### src/rtl/td4_pkg.sv
// Shared definitions for the TD4 sequencer: opcode encodings, field widths and FSM states.
package td4_pkg;

    localparam int OP_W    = 4;
    localparam int IMM_W   = 4;
    localparam int PC_W    = 4;
    localparam int INSTR_W = OP_W + IMM_W;

    localparam logic [OP_W-1:0] OP_ADD_A_IM = 4'b0000;
    localparam logic [OP_W-1:0] OP_ADD_B_IM = 4'b0101;
    localparam logic [OP_W-1:0] OP_JNC      = 4'b1110;
    localparam logic [OP_W-1:0] OP_JMP      = 4'b1111;

    typedef enum logic [1:0] {
        ST_IDLE   = 2'd0,
        ST_FETCH  = 2'd1,
        ST_DECODE = 2'd2,
        ST_EXEC   = 2'd3
    } state_t;

    // Only the immediate-add instructions produce a carry worth keeping.
    function automatic logic is_add_imm(input logic [OP_W-1:0] op);
        return (op == OP_ADD_A_IM) || (op == OP_ADD_B_IM);
    endfunction

endpackage

### src/rtl/td4_branch_eval.sv
// Combinational branch resolution: decides whether the EXEC cycle loads the PC or lets it increment.
module td4_branch_eval
    import td4_pkg::*;
(
    input  logic [OP_W-1:0]  op,
    input  logic [IMM_W-1:0] imm,
    input  logic             carry_flag,
    input  logic [PC_W-1:0]  pc_cur,
    output logic             pc_ld_n,
    output logic [PC_W-1:0]  pc_load
);

    logic taken;

    assign taken = (op == OP_JMP) || ((op == OP_JNC) && !carry_flag);

    always_comb begin
        pc_ld_n = 1'b1;
        pc_load = pc_cur;
        if (taken) begin
            pc_ld_n = 1'b0;
            pc_load = imm;
        end
    end

endmodule

### src/rtl/td4_sequencer.sv
// TD4 instruction sequencer: fetch/decode/exec FSM with PC hold/load control and a local carry flag.
// Optional single-step support is enabled by defining TD4_SEQ_STEP_EN.
module td4_sequencer
    import td4_pkg::*;
(
    input  logic                 clk,
    input  logic                 reset,
    input  logic                 run,
    input  logic                 step,
    output logic                 rom_req,
    input  logic                 rom_ack,
    input  logic [INSTR_W-1:0]   rom_data,
    input  logic [PC_W-1:0]      pc_cur,
    output logic                 pc_ld_n,
    output logic [PC_W-1:0]      pc_load,
    input  logic                 carry_in,
    output logic                 exec_valid,
    output logic [OP_W-1:0]      exec_op,
    output logic [IMM_W-1:0]     exec_imm,
    output logic                 carry_flag,
    output logic                 halted
);

    state_t             state;
    state_t             next_state;
    logic [INSTR_W-1:0] instr;
    logic               start;
    logic               br_ld_n;
    logic [PC_W-1:0]    br_load;

`ifdef TD4_SEQ_STEP_EN
    assign start = run | step;
`else
    logic unused_step;
    assign unused_step = step;
    assign start       = run;
`endif

    td4_branch_eval u_branch_eval (
        .op         (instr[INSTR_W-1:IMM_W]),
        .imm        (instr[IMM_W-1:0]),
        .carry_flag (carry_flag),
        .pc_cur     (pc_cur),
        .pc_ld_n    (br_ld_n),
        .pc_load    (br_load)
    );

    always_comb begin
        next_state = state;
        case (state)
            ST_IDLE:   if (start) next_state = ST_FETCH;
            ST_FETCH:  if (rom_ack) next_state = ST_DECODE;
            ST_DECODE: next_state = ST_EXEC;
            ST_EXEC:   next_state = run ? ST_FETCH : ST_IDLE;
            default:   next_state = ST_IDLE;
        endcase
    end

    always_ff @(posedge clk or negedge reset) begin
        if (!reset) begin
            state      <= ST_IDLE;
            instr      <= '0;
            carry_flag <= 1'b0;
        end else begin
            state <= next_state;
            if (state == ST_FETCH && rom_ack) begin
                instr <= rom_data;
            end
            if (state == ST_EXEC) begin
                carry_flag <= is_add_imm(instr[INSTR_W-1:IMM_W]) ? carry_in : 1'b0;
            end
        end
    end

    assign rom_req    = (state == ST_FETCH);
    assign exec_valid = (state == ST_EXEC);
    assign halted     = (state == ST_IDLE);
    assign exec_op    = instr[INSTR_W-1:IMM_W];
    assign exec_imm   = instr[IMM_W-1:0];

    // The counter increments by default, so outside EXEC the PC is held by reloading its own value.
    assign pc_ld_n = (state == ST_EXEC) ? br_ld_n : 1'b0;
    assign pc_load = !reset ? '0 : ((state == ST_EXEC) ? br_load : pc_cur);

endmodule

### config.mk
export PLATFORM = sky130hd
export DESIGN_NAME = td4_sequencer
export DESIGN_NICKNAME = d
export VERILOG_FILES = /design/src/rtl/td4_pkg.sv /design/src/rtl/td4_branch_eval.sv /design/src/rtl/td4_sequencer.sv
export SDC_FILE = /design/constraint.sdc
export NUM_CORES = 1
export LEC_CHECK = 0
export CAP_MARGIN = 0
export CORE_UTILIZATION = 29
export CTS_CLUSTER_SIZE = 10
export DETAILED_ROUTE_END_ITERATION = 16
export GPL_ROUTABILITY_DRIVEN = 0
export GPL_TIMING_DRIVEN = 0
export PLACE_DENSITY_LB_ADDON = 0.2
export REMOVE_ABC_BUFFERS = 1
export SYNTH_ARGS = -nofsm -noshare
export SYNTH_HDL_FRONTEND = slang
export SYNTH_SLANG_ARGS = --single-unit
export TNS_END_PERCENT = 5
### constraint.sdc
create_clock -name clk -period 1.6 [get_ports clk]
set_input_delay 0.32 -clock clk [delete_from_list [all_inputs] [get_ports clk]]
set_output_delay 0.32 -clock clk [all_outputs]
set_load 0.03 [all_outputs]
==> load_flow_metrics.sql <==
INSERT INTO impl_metrics (metric_group, metric, value, unit) VALUES
('outcome', 'run_status', 'complete, but fails checks', ''),
('outcome', 'violations_in_the_final_reports', 'negative setup slack', ''),
('clocking', 'clk-insertion-delay-late', '270', 'ps'),
('route', 'dr.first_iter.drc_count', '6', ''),
('floorplanning', 'dieArea', '2392', 'sq um'),
('finish', 'drive_above_1_share', '30.93', '%'),
('placement', 'port_buffers', '33', ''),
('clocking', 'root_buffer', 'sky130_fd_sc_hd__clkbuf_4', ''),
('setup_path', 'crit-reg2reg-launch', 'state[0]', ''),
('route', 'post-route-drc-count', '0', ''),
('pwr', 'power_density', '1879', 'nW/um^2'),
('setup_path', 'critPathLaunchType', 'flop', ''),
('setup_path', 'cp_data_arrival_time', '1690', 'ps'),
('finish', 'flow.area_growth_from_synthesis', '64.12', '%'),
('global_route', 'antenna_violations_before_repair', '0', ''),
('finish', 'multiInputGateArea', '350.3', 'sq um'),
('finish', 'final_common_cell', 'sky130_fd_sc_hd__clkdlybuf4s50_1', ''),
('floorplanning', 'io_pins', '35', ''),
('timing', 'slew_limit_fails', '0', ''),
('clocking', 'cts-hold-fix-buffers', '0', ''),
('global_route', 'gr-usage-all-layers', '13.65', '%'),
('clocking', 'cts_buffer_count', '3', ''),
('setup_path', 'path_max_fanout', '3', ''),
('floorplanning', 'floorplan.core_area', '2022', 'sq um'),
('timing', 'postLayoutSetupSlackWorst', '-410.5', 'ps'),
('pwr', 'p_leak', '0.4838', 'nW'),
('yosys', 'synth.yosys.seq_area_share', '43.14', '%'),
('timing', 'layout_skew', '4.399', 'ps'),
('setup_path', 'regToRegSetupSlack', '110', 'ps'),
('timing', 'final_hold_viol_count', '0', ''),
('finish', 'mostFrequentLayoutCells', 'sky130_fd_sc_hd__clkdlybuf4s50_1 (15), sky130_fd_sc_hd__dfrtp_1 (11), sky130_fd_sc_hd__nand2_1 (10), sky130_fd_sc_hd__dlygate4sd2_1 (10), sky130_fd_sc_hd__mux2_2 (9)', ''),
('floorplanning', 'die_w', '48.91', 'microns'),
('timing', 'max_slew_margin', '50.77', '%'),
('worst_hold_path', 'hold_class', 'in2async', ''),
('global_route', 'number_of_global_route_vias_before_repair', '573', ''),
('setup_path', 'critPathCaptureType', 'output port', ''),
('global_route', 'grt_max_degree', '20', ''),
('finish', 'seqCellArea', '275.3', 'sq um'),
('clocking', 'clock_tree.htree_level_count', '1', ''),
('route', 'detail-route-antenna-nets', '0', ''),
('timing', 'grt_setup_unrepaired', 'yes', ''),
('setup_path', 'timing.critical_path.required', '1280', 'ps'),
('finish', 'layout.nets', '120', ''),
('clocking', 'clkSinkCount', '11', ''),
('placement', 'place.detailed.hpwl', '1.052', 'mm'),
('timing', 'finalCritPeriodShare', '125.7', '%'),
('finish', 'stdcell_area', '1047', 'sq um'),
('floorplanning', 'fp-row-count', '16', ''),
('timing', 'period_minus_slack', '2011', 'ps'),
('job', 'max_cap_viol_count', '0', ''),
('route', 'route.final.wire_length', '1.473', 'mm'),
('setup_path', 'crit_start', 'state[1]', ''),
('clocking', 'cts_tree', 'yes', ''),
('yosys', 'yosys.cell_types.count', '21', ''),
('route', 'firstDrtPassIters', '4', ''),
('timing', 'setup_viols_final', '6', ''),
('route', 'drt_wl_cell', '11.88', 'microns'),
('yosys', 'ffs_latches_synth', '11', ''),
('placement', 'placed_cell_area', '980.9', 'sq um'),
('timing', 'max_freq', '497.4', 'MHz'),
('clocking', 'clk_pin_slew_worst_paths', '70', 'ps'),
('clocking', 'cts-root-to-sink-buffers', '2', ''),
('floorplanning', 'die_h', '48.91', 'microns'),
('yosys', 'synth_warnings', '0', ''),
('route', 'post_drt_via_cell_ratio', '4.621', ''),
('finish', 'fillCellCount', '193', ''),
('timing', 'pin_slew_with_the_least_headroom_to_its_limit', '738.4', 'ps'),
('finish', 'diodes', '0', ''),
('route', 'total_number_of_vias', '573', ''),
('global_route', 'grt_first_pass_wirelength', '2.497', 'mm'),
('yosys', 'postSynthCellCount', '57', ''),
('pwr', 'worst_case_vdd_ir_drop', '786.9', 'uV'),
('floorplanning', 'floorplan.initialDensity', '31.56', '%'),
('global_route', 'grt-ovfl-total', '0', ''),
('yosys', 'synthesis.area', '638.1', 'sq um'),
('setup_path', 'critical_path_type', 'reg2out', ''),
('timing', 'final.hold.worst_slack', '221.7', 'ps'),
('yosys', 'syn_avg_cell_area', '11.19', 'sq um');
-- cell usage after synthesis (all sizes together) --
cell / number / share of area [%]
a41oi: 1 / 1.4
nand2: 11 / 6.9
buf: 1 / 1.8
clkdlybuf4s25: 1 / 1.6
dfrtp: 11 / 43
nor2: 1 / 0.59
ha: 4 / 7.8
nor3: 1 / 0.78
a31o: 1 / 1.4
xnor2: 1 / 1.4
nand2b: 3 / 4.1
nor2b: 1 / 0.98
a22o: 1 / 1.4
a21oi: 1 / 0.78
mux2i: 4 / 6.3
o31ai: 1 / 1.2
nand4: 1 / 0.98
inv: 3 / 1.8
mux2: 9 / 16
-- worst max-delay path: stages, from the launching register on --
cell and delay (ps):
sky130_fd_sc_hd__dfrtp_1 430, sky130_fd_sc_hd__ha_4 160, sky130_fd_sc_hd__nand4_1 150, sky130_fd_sc_hd__nor2b_4 180, sky130_fd_sc_hd__buf_12 120, sky130_fd_sc_hd__mux2i_1 190, sky130_fd_sc_hd__buf_4 180
-- worst paths after layout --
path                       cells after the start         end
setup / recovery                               6  pc_load[1]
min in group clk                               1    instr[0]
hold reg to reg                                1    instr[0]
setup reg to reg                               4    instr[7]
hold / removal                                 1    instr[6]
max in group asynchronous                      1    instr[2]
-- metrics by stage --
stage	setup TNS [ps]	cells	total power, mW	util, %	worst slack, ps
CTS	-1905	123	1.976	51.67	-416.3
finish	-1760	124	1.968	51.79	-410.5
detailed placement	-4562	115	1.800	48.51	-1002
global route	-2205	124	2.112	51.79	-492.5
global placement	-4415	115	1.781	48.51	-976.0
floorplan	-2452	55	1.328	-	-577.4
-- power by group --
group / switching (mW) / total, mW / leakage [nW] / internal, mW
sequential: 0.151 / 0.575 / 0.132 / 0.424
combinational: 0.660 / 1.20 / 0.337 / 0.543
clock: 0.0931 / 0.189 / 0.0150 / 0.0964
total: 0.905 / 1.97 / 0.484 / 1.06
-- state kept, by name, indices dropped and copies added (netlist names) --
| register | flops |
|---|---|
| instr | 8 |
| state | 2 |
| carry_flag | 1 |
-- cell type report --
| cell class | instances | area share, % |
|---|---|---|
| multi-input cells | 41 | 33.45 |
| repair buffers | 38 | 33.45 |
| flip-flops and latches | 11 | 26.28 |
| well taps | 27 | 3.226 |
| clock buffers | 4 | 2.509 |
| inverters | 3 | 1.075 |
-- logic make-up after synthesis --
logic type | count (synthesis) | synth area share [%]
mux | 13 | 22.16
simple gates | 18 | 14.31
fa+ha+maj | 4 | 7.843
xor+xnor | 1 | 1.373
buf+inv | 5 | 5.098
flops | 11 | 43.14
compound gates | 5 | 6.079
-- repair_timing --
| item | CTS | global route |
|---|---|---|
| resized for setup | 51 | 8 |
| setup endpoints to repair | 17 | 7 |
| pin swaps | 1 | 1 |
| hold endpoints to repair | 0 | 0 |
| setup buffers | 4 | 1 |
-- layer usage --
layer	global-route usage (%)	part of all wire (%)	vias to the layer above
met5	0	0	-
li1	-	-	277
met3	4.673	5.4	2
met4	4.412	0.88	0
met2	23.61	52	23
met1	15.64	42	271
Power figures use the tool's default switching activity.
